$ cat src/rtl/lsu_mem_ctrl.sv
// rtl/lsu_mem_ctrl.sv - single-outstanding load/store sequencer between issue and the data-cache port
// Optional misaligned-access trap is enabled by defining LSU_MISALIGN_TRAP_EN.
module lsu_mem_ctrl #(
  parameter int TAG_W = 4
) (
  input  logic             clk,
  input  logic             rst,
  input  logic             req_valid,
  output logic             req_ready,
  input  logic             req_store,
  input  logic [1:0]       req_size,
  input  logic             req_sext,
  input  logic [31:0]      req_addr,
  input  logic [31:0]      req_wdata,
  input  logic [TAG_W-1:0] req_tag,
  input  logic             flush,
  output logic             dmem_read,
  output logic             dmem_write,
  output logic [31:0]      dmem_addr,
  output logic [3:0]       dmem_mbe,
  output logic [31:0]      dmem_wdata,
  input  logic             dmem_resp,
  input  logic [31:0]      dmem_rdata,
  output logic             cpl_valid,
  input  logic             cpl_ready,
  output logic [TAG_W-1:0] cpl_tag,
  output logic [31:0]      cpl_data,
  output logic             cpl_store
`ifdef LSU_MISALIGN_TRAP_EN
  ,
  output logic             cpl_misalign
`endif
);

  typedef enum logic [1:0] {IDLE, ACCESS, DRAIN, DONE} state_t;

  state_t           state;
  state_t           next_state;
  logic             capture;
  logic             take_resp;
  logic             misalign;
  logic             store_r;
  logic [1:0]       size_r;
  logic             sext_r;
  logic [1:0]       addr_lo_r;
  logic [TAG_W-1:0] tag_r;
  logic [3:0]       mbe_calc;
  logic [31:0]      wdata_calc;
  logic [31:0]      load_data;
  logic [7:0]       load_byte;
  logic [15:0]      load_half;

`ifdef LSU_MISALIGN_TRAP_EN
  assign misalign = (req_size == 2'b01 && req_addr[0]) ||
                    (req_size[1] && req_addr[1:0] != 2'b00);
`else
  assign misalign = 1'b0;
`endif

  assign cpl_tag   = tag_r;
  assign cpl_store = store_r;

  always_ff @(posedge clk or posedge rst) begin
    if (rst) state <= IDLE;
    else     state <= next_state;
  end

  always_comb begin
    next_state = state;
    req_ready  = 1'b0;
    dmem_read  = 1'b0;
    dmem_write = 1'b0;
    cpl_valid  = 1'b0;
    capture    = 1'b0;
    take_resp  = 1'b0;
    case (state)
      IDLE: begin
        req_ready = 1'b1;
        if (req_valid && !flush) begin
          capture    = 1'b1;
          next_state = misalign ? DONE : ACCESS;
        end
      end
      ACCESS: begin
        dmem_read  = !store_r;
        dmem_write = store_r;
        if (dmem_resp) begin
          if (flush) begin
            next_state = IDLE;
          end else begin
            next_state = DONE;
            take_resp  = 1'b1;
          end
        end else if (flush) begin
          next_state = DRAIN;
        end
      end
      DRAIN: begin
        // The cache cannot abort, so the request stays up until it answers.
        dmem_read  = !store_r;
        dmem_write = store_r;
        if (dmem_resp) next_state = IDLE;
      end
      DONE: begin
        cpl_valid = 1'b1;
        if (flush || cpl_ready) next_state = IDLE;
      end
      default: next_state = IDLE;
    endcase
  end

  always_comb begin
    mbe_calc   = 4'b1111;
    wdata_calc = req_wdata;
    case (req_size)
      2'b00: begin
        mbe_calc   = 4'b0001 << req_addr[1:0];
        wdata_calc = {4{req_wdata[7:0]}};
      end
      2'b01: begin
        mbe_calc   = req_addr[1] ? 4'b1100 : 4'b0011;
        wdata_calc = {2{req_wdata[15:0]}};
      end
      default: begin
        mbe_calc   = 4'b1111;
        wdata_calc = req_wdata;
      end
    endcase
  end

  always_comb begin
    load_byte = dmem_rdata[7:0];
    case (addr_lo_r)
      2'd0: load_byte = dmem_rdata[7:0];
      2'd1: load_byte = dmem_rdata[15:8];
      2'd2: load_byte = dmem_rdata[23:16];
      2'd3: load_byte = dmem_rdata[31:24];
      default: load_byte = dmem_rdata[7:0];
    endcase
    load_half = addr_lo_r[1] ? dmem_rdata[31:16] : dmem_rdata[15:0];
    load_data = dmem_rdata;
    case (size_r)
      2'b00:   load_data = {{24{sext_r & load_byte[7]}}, load_byte};
      2'b01:   load_data = {{16{sext_r & load_half[15]}}, load_half};
      default: load_data = dmem_rdata;
    endcase
  end

  always_ff @(posedge clk or posedge rst) begin
    if (rst) begin
      store_r    <= 1'b0;
      size_r     <= 2'b00;
      sext_r     <= 1'b0;
      addr_lo_r  <= 2'b00;
      tag_r      <= '0;
      dmem_addr  <= 32'h0;
      dmem_mbe   <= 4'h0;
      dmem_wdata <= 32'h0;
      cpl_data   <= 32'h0;
`ifdef LSU_MISALIGN_TRAP_EN
      cpl_misalign <= 1'b0;
`endif
    end else begin
      if (capture) begin
        store_r    <= req_store;
        size_r     <= req_size;
        sext_r     <= req_sext;
        addr_lo_r  <= req_addr[1:0];
        tag_r      <= req_tag;
        dmem_addr  <= {req_addr[31:2], 2'b00};
        dmem_mbe   <= mbe_calc;
        dmem_wdata <= wdata_calc;
        cpl_data   <= 32'h0;
`ifdef LSU_MISALIGN_TRAP_EN
        cpl_misalign <= misalign;
`endif
      end
      if (take_resp) cpl_data <= store_r ? 32'h0 : load_data;
    end
  end

endmodule

$ cat config.mk
export PLATFORM = sky130hd
export DESIGN_NAME = lsu_mem_ctrl
export DESIGN_NICKNAME = d
export VERILOG_FILES = /design/src/rtl/lsu_mem_ctrl.sv
export SDC_FILE = /design/constraint.sdc
export NUM_CORES = 1
export LEC_CHECK = 0
export ABC_AREA = 1
export CELL_PAD_IN_SITES_DETAIL_PLACEMENT = 0
export CELL_PAD_IN_SITES_GLOBAL_PLACEMENT = 1
export CORE_ASPECT_RATIO = 1.75
export CORE_MARGIN = 2
export CORE_UTILIZATION = 33
export CTS_BUF_LIST = sky130_fd_sc_hd__clkbuf_16
export DETAILED_ROUTE_END_ITERATION = 10
export PLACE_DENSITY_LB_ADDON = 0.1
export SYNTH_ARGS = -nofsm -noshare
export SYNTH_HDL_FRONTEND = slang
export SYNTH_SLANG_ARGS = --single-unit
$ cat constraint.sdc
create_clock -name clk -period 6.2 [get_ports clk]
set_input_delay 0.93 -clock clk [delete_from_list [all_inputs] [get_ports clk]]
set_output_delay 0.93 -clock clk [all_outputs]
set_load 0.01 [all_outputs]
**After elaboration in Yosys (flattened, before gate mapping)**

Cells that the tools add are included.
Widths: inputs -> output; s select.

- ROM bits: 0
- RAM bits: 0
- Flip-flop bits (word level): 110
- Logic and storage cells: 61
- Bits in latches: 0
- Memories kept: 0

- Reduce and logical (&&, ||, !) cells: 11
- Bitwise logic cells: 2
- $mul: 0
- Divide/modulo/power cells: 0
- Eq/ne operators: 12
- $lt $le $gt $ge: 0
- Add/subtract/negate cells: 0
- Multiplexer cells: 25
- Shift-type cells: 1

Operators by type and width:

| kind | number |
|---|---|
| $pmux 32 s2 | 2 |
| $mux 32 | 3 |
| $pmux 8 s4 | 1 |
| $mux 16 | 1 |
| $mux 2 | 6 |
| $mux 1 | 9 |
| $eq 2x1->1 const B | 4 |
| $eq 2x2->1 const B | 4 |
| $logic_not 2->1 | 4 |
| $pmux 2 s4 | 1 |
| $pmux 4 s2 | 1 |
| $ne 2x2->1 const B | 3 |
| $mux 4 | 1 |
| $reduce_and 4->1 | 1 |
| $shl 1x2->4 const A | 1 |
| $ne 3x3->1 const B | 1 |
| $and 1x1->1 | 2 |
| $logic_not 1->1 | 2 |
| $reduce_bool 2->1 | 1 |
| $reduce_or 2->1 | 1 |
| $logic_and 1x1->1 | 1 |
| $logic_or 1x1->1 | 1 |

**Depth between registers and ports, before layout**

Gate-level depths: netlist of the first run.

- Depth after elaboration: 6
- Gate-level depth with buffers: 11

**Worst setup path before layout of the first run**

No wires, ideal clock.

- Kind: in2reg
- Start point: in req_size[1]
- End point: reg dmem_wdata[25]
- Stages on the path: 6
- Path slack: 4.351 ns
- Library setup time: 0.066 ns
- Arrival time: 1.784 ns
- Path buffers: 2
- Cells stage by stage: buf_2 -> or2_2 -> clkbuf_1 -> o211ai_1 -> nand2_1 -> nand2_1

- Cells in the longest elaborated chain, start to end: 2
- Elaborated cells on any way between the ends: 3
- Classes of those cells: 1 x eq/ne; 1 x mux; 1 x reduce/logical

Ends and longest elaborated chain:

| what | RTL line | text |
|---|---|---|
| start: declaration | 11 | `input logic [1:0] req_size,` |
| $eq 2x1->1 or $logic_not 2->1 (tied branches) | 115 | `case (req_size)` |
| $pmux 32 s2 (*) | 115 |  |
| end signal: assignment | 172 | `dmem_wdata <= wdata_calc;` |
| end: declaration | 21 | `output logic [31:0] dmem_wdata,` |

Mark *: on every way between the ends. The rest lies on a longest branch, timed or not.
A chain may end at the register's enable or synchronous reset.

**Worst setup path after layout of the first run**

- Start point: in flush
- End point: reg dmem_wdata[18]

- Cells in the longest elaborated chain, start to end: 4

Ends and longest elaborated chain:

| what | RTL line | text |
|---|---|---|
| start: declaration | 16 | `input logic flush,` |
| $logic_not 1->1 | 79 | `if (req_valid && !flush) begin` |
| $logic_and 1x1->1 | 79 |  |
| $mux 1 | 79 |  |
| $mux 1 | 76 | `case (state)` |

No other way between the ends.

==> metrics, run 1 <==
Post-Synth XOR/XNOR Area=0%; clock skew=0.0134 ns; Hold Fails Final Rpt=0; mux cell area share after synthesis=0%; final worst path period need=3.35 ns; Synth Warn #=0; worst hold path type=reg -> reg; Seq/Total Area, Yosys=51.1%; largest family of logic cells by synthesized area=simple AND/OR/NAND/NOR gates; ANT nets after route=0; VDD IR-drop max=177 uV; routed vias=5,268; router iterations before antenna repair=5; post-synthesis compound-gate area fraction=10.4%; # rows=61; crit start category=input pin; cell area after synthesis=5390 um^2; Initial Util=33.8%; routability cong.=0.858; drt first-iter violations=245; Synth Area in Adders=0.929%; post-synthesis simple-gate area fraction=31.1%; cell area after layout=7930 um^2; Syn Area/Cell=7.45 um^2; Ports=219; crit-path max FO=69; synth-to-layout area growth=47.1%; grt total ovfl=0; Core ar.=16,000 um^2; Least-Margin Pin Slew=1.17 ns; critical path type=in -> reg; Clock Latency Late Sink=0.35 ns; relative max-transition margin=21.8%; initial antenna violation count=0; TritonCTS buffer count=9; CTS Sinks=110; DP Area=7630 um^2; hold buffers post-CTS=0; RSZ-0062 raised after global routing=false; number of diodes=0; CTS tree=done; clk root buf=clkbuf_16; post-DP HPWL=13,100 um; first-pass GRT wire length=28,300 um; Worst EP arrival=3.57 ns; Unique masters post-synth=28; WL/cell=16.2 um; DR vias/cell=4.75; All-Layer GR Usage=20.7%; vias in the first global route=5,499; total of max-cap violations=0; Clk pin slew, worst setup/hold paths=0.08 ns; endpoint class of the critical path=flip-flop; Synth Register Bits=110; period utilization=54.0%; Syn Inst Count=723; postcts setup bufs=0; largest net degree at the start of global routing=73; status=finished clean; power density cells=442 nW/um^2; Leak=3.91 nW; die area=17,400 um^2; IO buf count=216; CP required=6.42 ns; Max H-tree Level=3; Slew Limit Fails=0; setup TNS=0 ns; final setup fails=0; Die Span X=101 um; Clock Tree Buf Depth=2; Routed Wire Length=18,000 um; number of gates resized after cts=0; Nets=1,030; DIE HEIGHT=173 um; layout cell share with drive strength beyond 1=3.37%; Fmax achieved=0.298 GHz; Post-route DRC=0
## critical path, stage by stage
cell and delay (ns):
clkdlybuf4s50_1 0.44, inv_1 0.11, nand3_2 0.29, inv_2 0.95
nand2_1 0.50, o21ai_1 0.21, a2bb2oi_1 0.10
## path summary, 6_finish.rpt
path	from	end	slack, ns	depth (start not counted)
hold / removal	dmem_addr[14]$_DFFE_PP0P_	dmem_addr[14]$_DFFE_PP0P_	0.48	2
setup reg to reg	state[1]$_DFFE_PP0P_	dmem_wdata[18]$_DFFE_PP0P_	3.23	7
hold reg to reg	dmem_addr[14]$_DFFE_PP0P_	dmem_addr[14]$_DFFE_PP0P_	0.48	2
min in group asynchronous	rst	cpl_data[17]$_DFFE_PP0P_	1.14	2
setup / recovery	flush	dmem_wdata[18]$_DFFE_PP0P_	2.85	7
max in group asynchronous	rst	dmem_addr[24]$_DFFE_PP0P_	4.03	3
## metrics by stage
stage	setup WS, ns	total power, mW	std cells	utilization, %	hold WS (ns)
finish	2.85	3.51	1110	49.7	0.479
global placement	2.53	2.92	1094	47.8	0.462
CTS	2.85	3.56	1110	49.7	0.486
global route	2.52	3.76	1110	49.7	0.500
floorplan	2.37	2.04	724	-	0.496
detailed placement	2.48	2.94	1094	47.8	0.464
## state kept, by name, summed over array words and instances (netlist names)
register	count
addr_lo_r	2
cpl_data	32
cpl_store	1
cpl_tag	4
dmem_addr	30
dmem_mbe	4
dmem_wdata	32
sext_r	1
size_r	2
state	2
## cells in the mapped netlist, drive strengths merged
cell | instances | area (um^2)
nand2 | 354 | 1340
dfrtp | 110 | 2750
nor2 | 55 | 211
o21ai | 50 | 250
inv | 45 | 169
a21oi | 27 | 135
buf | 20 | 118
clkbuf | 17 | 63.8
nand3 | 14 | 87.6
a2bb2oi | 10 | 87.6
o211ai | 5 | 37.5
ha | 4 | 50.1
nand4 | 3 | 18.8
o22a | 3 | 26.3
or2 | 2 | 12.5
a22oi | 1 | 7.51
conb | 1 | 3.75
o21bai | 1 | 7.51
o22ai | 1 | 6.26
## kinds of logic (layout without fill, tap and decap cells)
kind of cell	after synthesis	after routing
buf+inv	82	279
other cells	1	2
compound gates	98	98
flops	110	110
simple gates	428	428
fa+ha+maj	4	4
## power breakdown
| part | switching (mW) | internal, mW |
|---|---|---|
| combinational | 0.844 | 0.827 |
| clock | 0.275 | 0.316 |
| sequential | 0.223 | 1.02 |
| total | 1.34 | 2.16 |
## area by class of cell
class,count,area [um^2]
fillers,1608,8030
clock inverters,7,73.8
multi-input cells,532,2290
clock buffers,9,225
flip-flops and latches,110,2750
repair buffers,218,2180
inverters,45,171
well taps,189,236
## layout by cell type (no fill, tap or decap), types with 2 or more instances in the layout
| master | count |
|---|---|
| a21oi_1 | 27 |
| a2bb2oi_1 | 10 |
| buf_4 | 2 |
| clkbuf_16 | 9 |
| clkdlybuf4s50_1 | 216 |
| conb_1 | 2 |
| dfrtp_1 | 110 |
| ha_1 | 4 |
| inv_1 | 42 |
| inv_2 | 4 |
| nand2_1 | 350 |
| nand2_2 | 3 |
| nand3_1 | 12 |
| nand4_1 | 3 |
| nor2_1 | 53 |
| nor2_2 | 2 |
| o211ai_1 | 5 |
| o21ai_0 | 47 |
| o21ai_1 | 3 |
| o22a_1 | 3 |
| or2_2 | 2 |
## layer usage
layer,global-route usage (%),routed length [um],up-vias
li1,-,-,2619
met1,23.1,6610,2452
met2,36.4,9680,178
met3,5.86,1270,19
met4,8.22,444,0
met5,0,0,-
No activity file was read; power rests on OpenSTA's default activity.
==> run 2: changes to the inputs <==
Settings changed: CORE_UTILIZATION 33 to 30.
Clock period 6.2 ns to 3.2 ns, I/O delays scaled along.
==> run 2 against run 1 <==
  * Sequential share of layout area down 0.44 points
  * Design area up 1.3%
  * Clock skew down 0.0068 ns
  * Largest cell class unchanged
==> metrics, run 2 (synthesis gave the netlist of run 1 again) <==
Nets=1,037 (was 1,030); routability cong.=0.871 (was 0.858); TritonCTS buffer count=9 (unchanged); drt first-iter violations=213 (was 245); clk root buf=clkbuf_16 (unchanged); Fmax achieved=0.437 GHz; commonest non-fill, non-tap cell in the layout=nand2_1 (unchanged); Least-Margin Pin Slew=0.798 ns (was 1.17 ns); DP Area=7750 um^2 (was 7630 um^2); All-Layer GR Usage=19.6% (was 20.7%); grt total ovfl=0 (unchanged); die area=19,100 um^2 (was 17,400 um^2); power density cells=838 nW/um^2 (was 442 nW/um^2); number of gates resized after cts=0 (unchanged); reg-to-reg slack, setup=1.03 ns (was 3.23 ns); hold buffers post-CTS=0 (unchanged); number of diodes=0 (unchanged); worst hold slack=0.482 ns (was 0.479 ns); part of the power in registers=35.3% (was 35.5%); final worst setup slack=0.914 ns (was 2.85 ns); commonest cells after routing, fill and taps aside=350 x nand2_1, 216 x clkdlybuf4s50_1, 110 x dfrtp_1 (unchanged); Placement Setup Slack=0.805 ns (was 2.48 ns); Post-route DRC=0 (unchanged); post-DP HPWL=13,600 um (was 13,100 um); Ports=219 (unchanged); largest net degree at the start of global routing=111 (was 73); Clock Tree Buf Depth=2 (unchanged); Leak=3.93 nW (was 3.91 nW); router iterations before antenna repair=4 (was 5); DIE HEIGHT=181 um (was 173 um); Worst EP arrival=1.81 ns (was 3.57 ns); cell area after layout=8030 um^2 (was 7930 um^2); synth-to-layout area growth=49.0% (was 47.1%); relative max-transition margin=46.8% (was 21.8%); Pint=4.13 mW (was 2.16 mW); critical path type=reg -> out (was in -> reg); postcts setup bufs=0 (unchanged); FILL cells=1,769 (was 1,608); # rows=64 (was 61); RSZ-0062 raised after global routing=false (unchanged); endpoint class of the critical path=primary output (was flip-flop); Hold Fails Final Rpt=0 (unchanged); layout cell share with drive strength beyond 1=4.20% (was 3.37%); IO buf count=216 (unchanged); Met3 Wirelength=1180 um (was 1270 um); Core ar.=17,500 um^2 (was 16,000 um^2); flip-flop and latch area=2750 um^2 (unchanged); WL/cell=16.0 um (was 16.2 um); crit-path max FO=4 (was 69); CTS Sinks=110 (unchanged); routed vias=5,403 (was 5,268); area occupied by multi-input gates=2300 um^2 (was 2290 um^2); worst hold path type=reg -> reg (unchanged); clock skew=0.00657 ns (was 0.0134 ns); vias in the first global route=5,496 (was 5,499); WL met1=6870 um (was 6610 um); uppermost layer routed=met4 (unchanged); DR vias/cell=4.66 (was 4.75); status=finished clean (unchanged); ANT nets after route=0 (unchanged); Gate power share=48.7% (was 47.7%); total of max-cap violations=0 (unchanged); Clock Latency Late Sink=0.35 ns (about the same); Slew Limit Fails=0 (unchanged); CP required=2.72 ns (was 6.42 ns); Top Registers=cpl_data x32, dmem_wdata x32, dmem_addr x30 (unchanged); Max H-tree Level=3 (unchanged); initial antenna violation count=0 (unchanged); Initial Util=30.7% (was 33.8%); Core Util, Final=45.8% (was 49.7%); Clk pin slew, worst setup/hold paths=0.08 ns (about the same); CTS tree=done (unchanged); clock network power share=16.0% (was 16.9%); Die Span X=105 um (was 101 um); Sw Ratio=38.6% (was 38.3%); final worst path period need=2.29 ns; Routed Wire Length=18,600 um (was 18,000 um); final setup fails=0 (unchanged); sw power=2.59 mW (was 1.34 mW); VDD IR-drop max=383 uV (was 177 uV); period utilization=71.4%; crit start category=flip-flop (was input pin); DR WL met2=10,100 um (was 9680 um); first-pass GRT wire length=29,100 um (was 28,300 um); setup TNS=0 ns (unchanged)
==> run 2: cell types whose count changed in the layout (fill, tap and decap cells not counted) <==
cell	change
buf_12	+1
buf_4	+6
bufinv_16	-1
clkinv_2	+1
clkinv_4	+1
clkinvlp_4	+2
inv_1	-1
inv_4	-1
inv_8	-1
nand3_2	-1
nand3_4	+1
==> run 2: path summary, 6_finish.rpt <==
path / endpoint / cells after the start / startpoint
worst min register to register: dmem_addr[8]$_DFFE_PP0P_ / 2 / dmem_addr[8]$_DFFE_PP0P_
worst min-delay path: dmem_addr[8]$_DFFE_PP0P_ / 2 / dmem_addr[8]$_DFFE_PP0P_
max in group asynchronous: cpl_data[18]$_DFFE_PP0P_ / 3 / rst
min in group asynchronous: dmem_wdata[8]$_DFFE_PP0P_ / 3 / rst
worst max-delay path: dmem_read / 5 / state[0]$_DFFE_PP0P_
worst max register to register: cpl_data[22]$_DFFE_PP0P_ / 7 / size_r[1]$_DFFE_PP0P_
==> run 2: worst max-delay path: stages, from the launching register on <==
cell	delay, ns
dfrtp_1	0.41
inv_1	0.08
ha_1	0.30
inv_1	0.04
nor2_1	0.08
clkdlybuf4s50_1	0.54
==> run 2: final cells by class <==
type | instances | share of cell area (%)
tap | 231 | 3.60
clock buffer | 9 | 2.81
timing repair buffer | 225 | 27.9
inverter | 45 | 2.15
clock inverter | 7 | 0.623
sequential | 110 | 34.3
multi-input combinational | 532 | 28.6
==> run 2: routing by layer <==
metal | vias to the layer above | track usage, %
li1 | 2641 | -
met1 | 2570 | 20.8
met2 | 166 | 35.8
met3 | 26 | 5.38
met4 | 0 | 8.43
met5 | - | 0
==> run 2: power groups by stage <==
stage                     sequential, mW  combinational, mW  clock, mW
after floorplan                     2.58               1.38          0
after global placement              2.38               3.31          0
after detailed placement            2.39               3.33          0
after CTS                           2.38               3.35       1.12
after global routing                2.46               3.61       1.17
final                               2.38               3.27       1.08
==> run 2: per-stage QoR <==
stage,instances,power [mW]
global placement,1143,5.69
detailed placement,1143,5.73
global route,1159,7.25
CTS,1159,6.85
finish,1159,6.72
floorplan,724,3.96
==> run 3: changes to the inputs <==
Clock period 3.2 ns to 2.2 ns, I/O delays scaled along.
==> run 3 against run 2 <==
  * Sequential share of layout area decreased by 0.58 points
  * Design area is 1.7% higher
  * Critical path depth stayed put
  * Clock skew grew 0.0068 ns
  * Utilization rose by 0.79 points
  * Final cell count grew 0.86%
  * Highest routed layer unchanged
==> metrics, run 3 (synthesis gave the netlist of run 1 again) <==
initial antenna violation count=0 (unchanged); Slew Limit Fails=0 (unchanged); crit-path max FO=4 (unchanged); TritonCTS buffer count=9 (unchanged); clk root buf=clkbuf_16 (unchanged); DR vias/cell=4.65 (was 4.66); Clock Tree Buf Depth=2 (unchanged); Top Registers=cpl_data x32, dmem_wdata x32, dmem_addr x30 (unchanged); r2r startpoint=state[0]$_DFFE_PP0P_ (was size_r[1]$_DFFE_PP0P_); RSZ-0062 raised after global routing=false (unchanged); clock network power share=15.8% (was 16.0%); final worst path period need=2.08 ns; All-Layer GR Usage=20.9% (was 19.6%); ANT nets after route=0 (unchanged); CP Cell Sequence=inv_1, ha_1, nand2_1, inv_1, clkdlybuf4s50_1 (was inv_1, ha_1, inv_1, nor2_1, clkdlybuf4s50_1); Core Util, Final=46.6% (was 45.8%); worst hold path type=in -> async (was reg -> reg); sw power=3.89 mW (was 2.59 mW); WL/cell=16.6 um (was 16.0 um); commonest cells after routing, fill and taps aside=350 x nand2_1, 215 x clkdlybuf4s50_1, 110 x dfrtp_1 (was 350 x nand2_1, 216 x clkdlybuf4s50_1, 110 x dfrtp_1); number of diodes=0 (unchanged); reg-to-reg slack, setup=0.26 ns (was 1.03 ns); power density cells=1230 nW/um^2 (was 838 nW/um^2); Worst EP arrival=1.75 ns (was 1.81 ns); Clock Latency Late Sink=0.36 ns (was 0.35 ns); crit start category=flip-flop (unchanged); period utilization=94.3%; post-DP HPWL=14,500 um (was 13,600 um); routed vias=5,435 (was 5,403); layout cell share with drive strength beyond 1=5.22% (was 4.20%); first-pass GRT wire length=30,900 um (was 29,100 um); drt first-iter violations=170 (was 213); CTS Sinks=110 (unchanged); Sw Ratio=38.8% (was 38.6%); total of max-cap violations=0 (unchanged); IO buf count=216 (unchanged); endpoint class of the critical path=primary output (unchanged); most used cell, CP=inv_1 (unchanged); Nets=1,047 (was 1,037); Clk pin slew, worst setup/hold paths=0.07 ns (was 0.08 ns); CTS tree=done (unchanged); DIE HEIGHT=181 um (unchanged); Max H-tree Level=3 (unchanged); CP max stage delay=0.52 ns (was 0.54 ns); # rows=64 (unchanged); Leak=4.02 nW (was 3.93 nW); Least-Margin Pin Slew=0.931 ns (was 0.798 ns); worst hold slack=0.367 ns (was 0.482 ns); Gate power share=50.1% (was 48.7%); FILL cells=1,773 (was 1,769); largest net degree at the start of global routing=53 (was 111); hold buffers post-CTS=0 (unchanged); vias in the first global route=5,795 (was 5,496); Worst path slowest cell=clkdlybuf4s50_1 (unchanged); VDD IR-drop max=511 uV (was 383 uV); CP delay by family, top=buffers and inverters (unchanged); synth-to-layout area growth=51.6% (was 49.0%); RR Endpoint=cpl_data[18]$_DFFE_PP0P_ (was cpl_data[22]$_DFFE_PP0P_); Pint=6.13 mW (was 4.13 mW); Die Span X=105 um (unchanged); CP required=1.87 ns (was 2.72 ns); relative max-transition margin=37.7% (was 46.8%); Ports=219 (unchanged); die area=19,100 um^2 (unchanged); critical path type=reg -> out (unchanged); part of the power in registers=34.0% (was 35.3%); Core ar.=17,500 um^2 (unchanged); status=finished clean (unchanged); commonest non-fill, non-tap cell in the layout=nand2_1 (unchanged); Fmax achieved=0.482 GHz; Post-route DRC=0 (unchanged); router iterations before antenna repair=4 (unchanged); R2R depth=10 (was 7); grt total ovfl=0 (unchanged); WP buf/inv=3 (unchanged); routability cong.=0.863 (was 0.871); clock skew=0.0134 ns (was 0.00657 ns); setup TNS=0 ns (unchanged); Routed Wire Length=19,400 um (was 18,600 um); Hold Fails Final Rpt=0 (unchanged); final setup fails=0 (unchanged); Initial Util=30.7% (unchanged)
run 3: repair_timing:
item                                    4_1_cts  5_1_grt
gates resized for setup                       0        1
hold endpoints to repair                      0        0
endpoints found under the setup margin        0        2
buffers inserted                              0        1
run 3: layer usage:
| metal | vias to the layer above | global-route usage [%] | routed length [um] |
|---|---|---|---|
| met3 | 30 | 5.23 | 1160 |
| li1 | 2664 | - | - |
| met4 | 0 | 10.9 | 674 |
| met2 | 171 | 38.3 | 10600 |
| met1 | 2570 | 21.3 | 6920 |
| met5 | - | 0 | 0 |
run 3: worst max path at each step:
stage | startpoint | to | slack (ns) | cells after the start
2_1_floorplan | rst | addr_lo_r[0]$_DFFE_PP0P_ | 0.54 | 1
3_3_place_gp | req_size[0] | dmem_wdata[29]$_DFFE_PP0P_ | 0.19 | 6
3_5_place_dp | req_size[0] | dmem_wdata[25]$_DFFE_PP0P_ | 0.13 | 6
4_1_cts | state[0]$_DFFE_PP0P_ | dmem_read | 0.04 | 5
5_1_grt | state[1]$_DFFE_PP0P_ | dmem_write | 0.006 | 5
6_report | state[1]$_DFFE_PP0P_ | dmem_write | 0.12 | 5
run 3: layout make-up:
class                   count  area (um^2)  share of cell area (%)
flip-flops and latches    110         2750                    33.7
well taps                 231          289                    3.54
clock inverters             7         48.8                   0.597
inverters                  45          173                    2.11
clock buffers               9          225                    2.76
repair buffers            235         2380                    29.2
multi-input cells         532         2300                    28.1
run 3: through the flow:
| step | setup slack, ns | instance area [um^2] | cells | power (mW) |
|---|---|---|---|---|
| floorplan | 0.541 | 5400 | 724 | 5.75 |
| global placement | 0.195 | 7880 | 1152 | 8.46 |
| detailed placement | 0.127 | 7880 | 1152 | 8.51 |
| CTS | 0.0409 | 8160 | 1168 | 10.2 |
| global route | 0.00648 | 8170 | 1169 | 10.8 |
| finish | 0.125 | 8170 | 1169 | 10.0 |
run 3: power by group through the flow:
stage | Clock, mW | Sequential [mW] | Combinational [mW]
floorplan | 0 | 3.75 | 2.00
global placement | 0 | 3.41 | 5.04
detailed placement | 0 | 3.44 | 5.07
CTS | 1.66 | 3.42 | 5.10
global route | 1.73 | 3.53 | 5.54
finish | 1.59 | 3.41 | 5.02
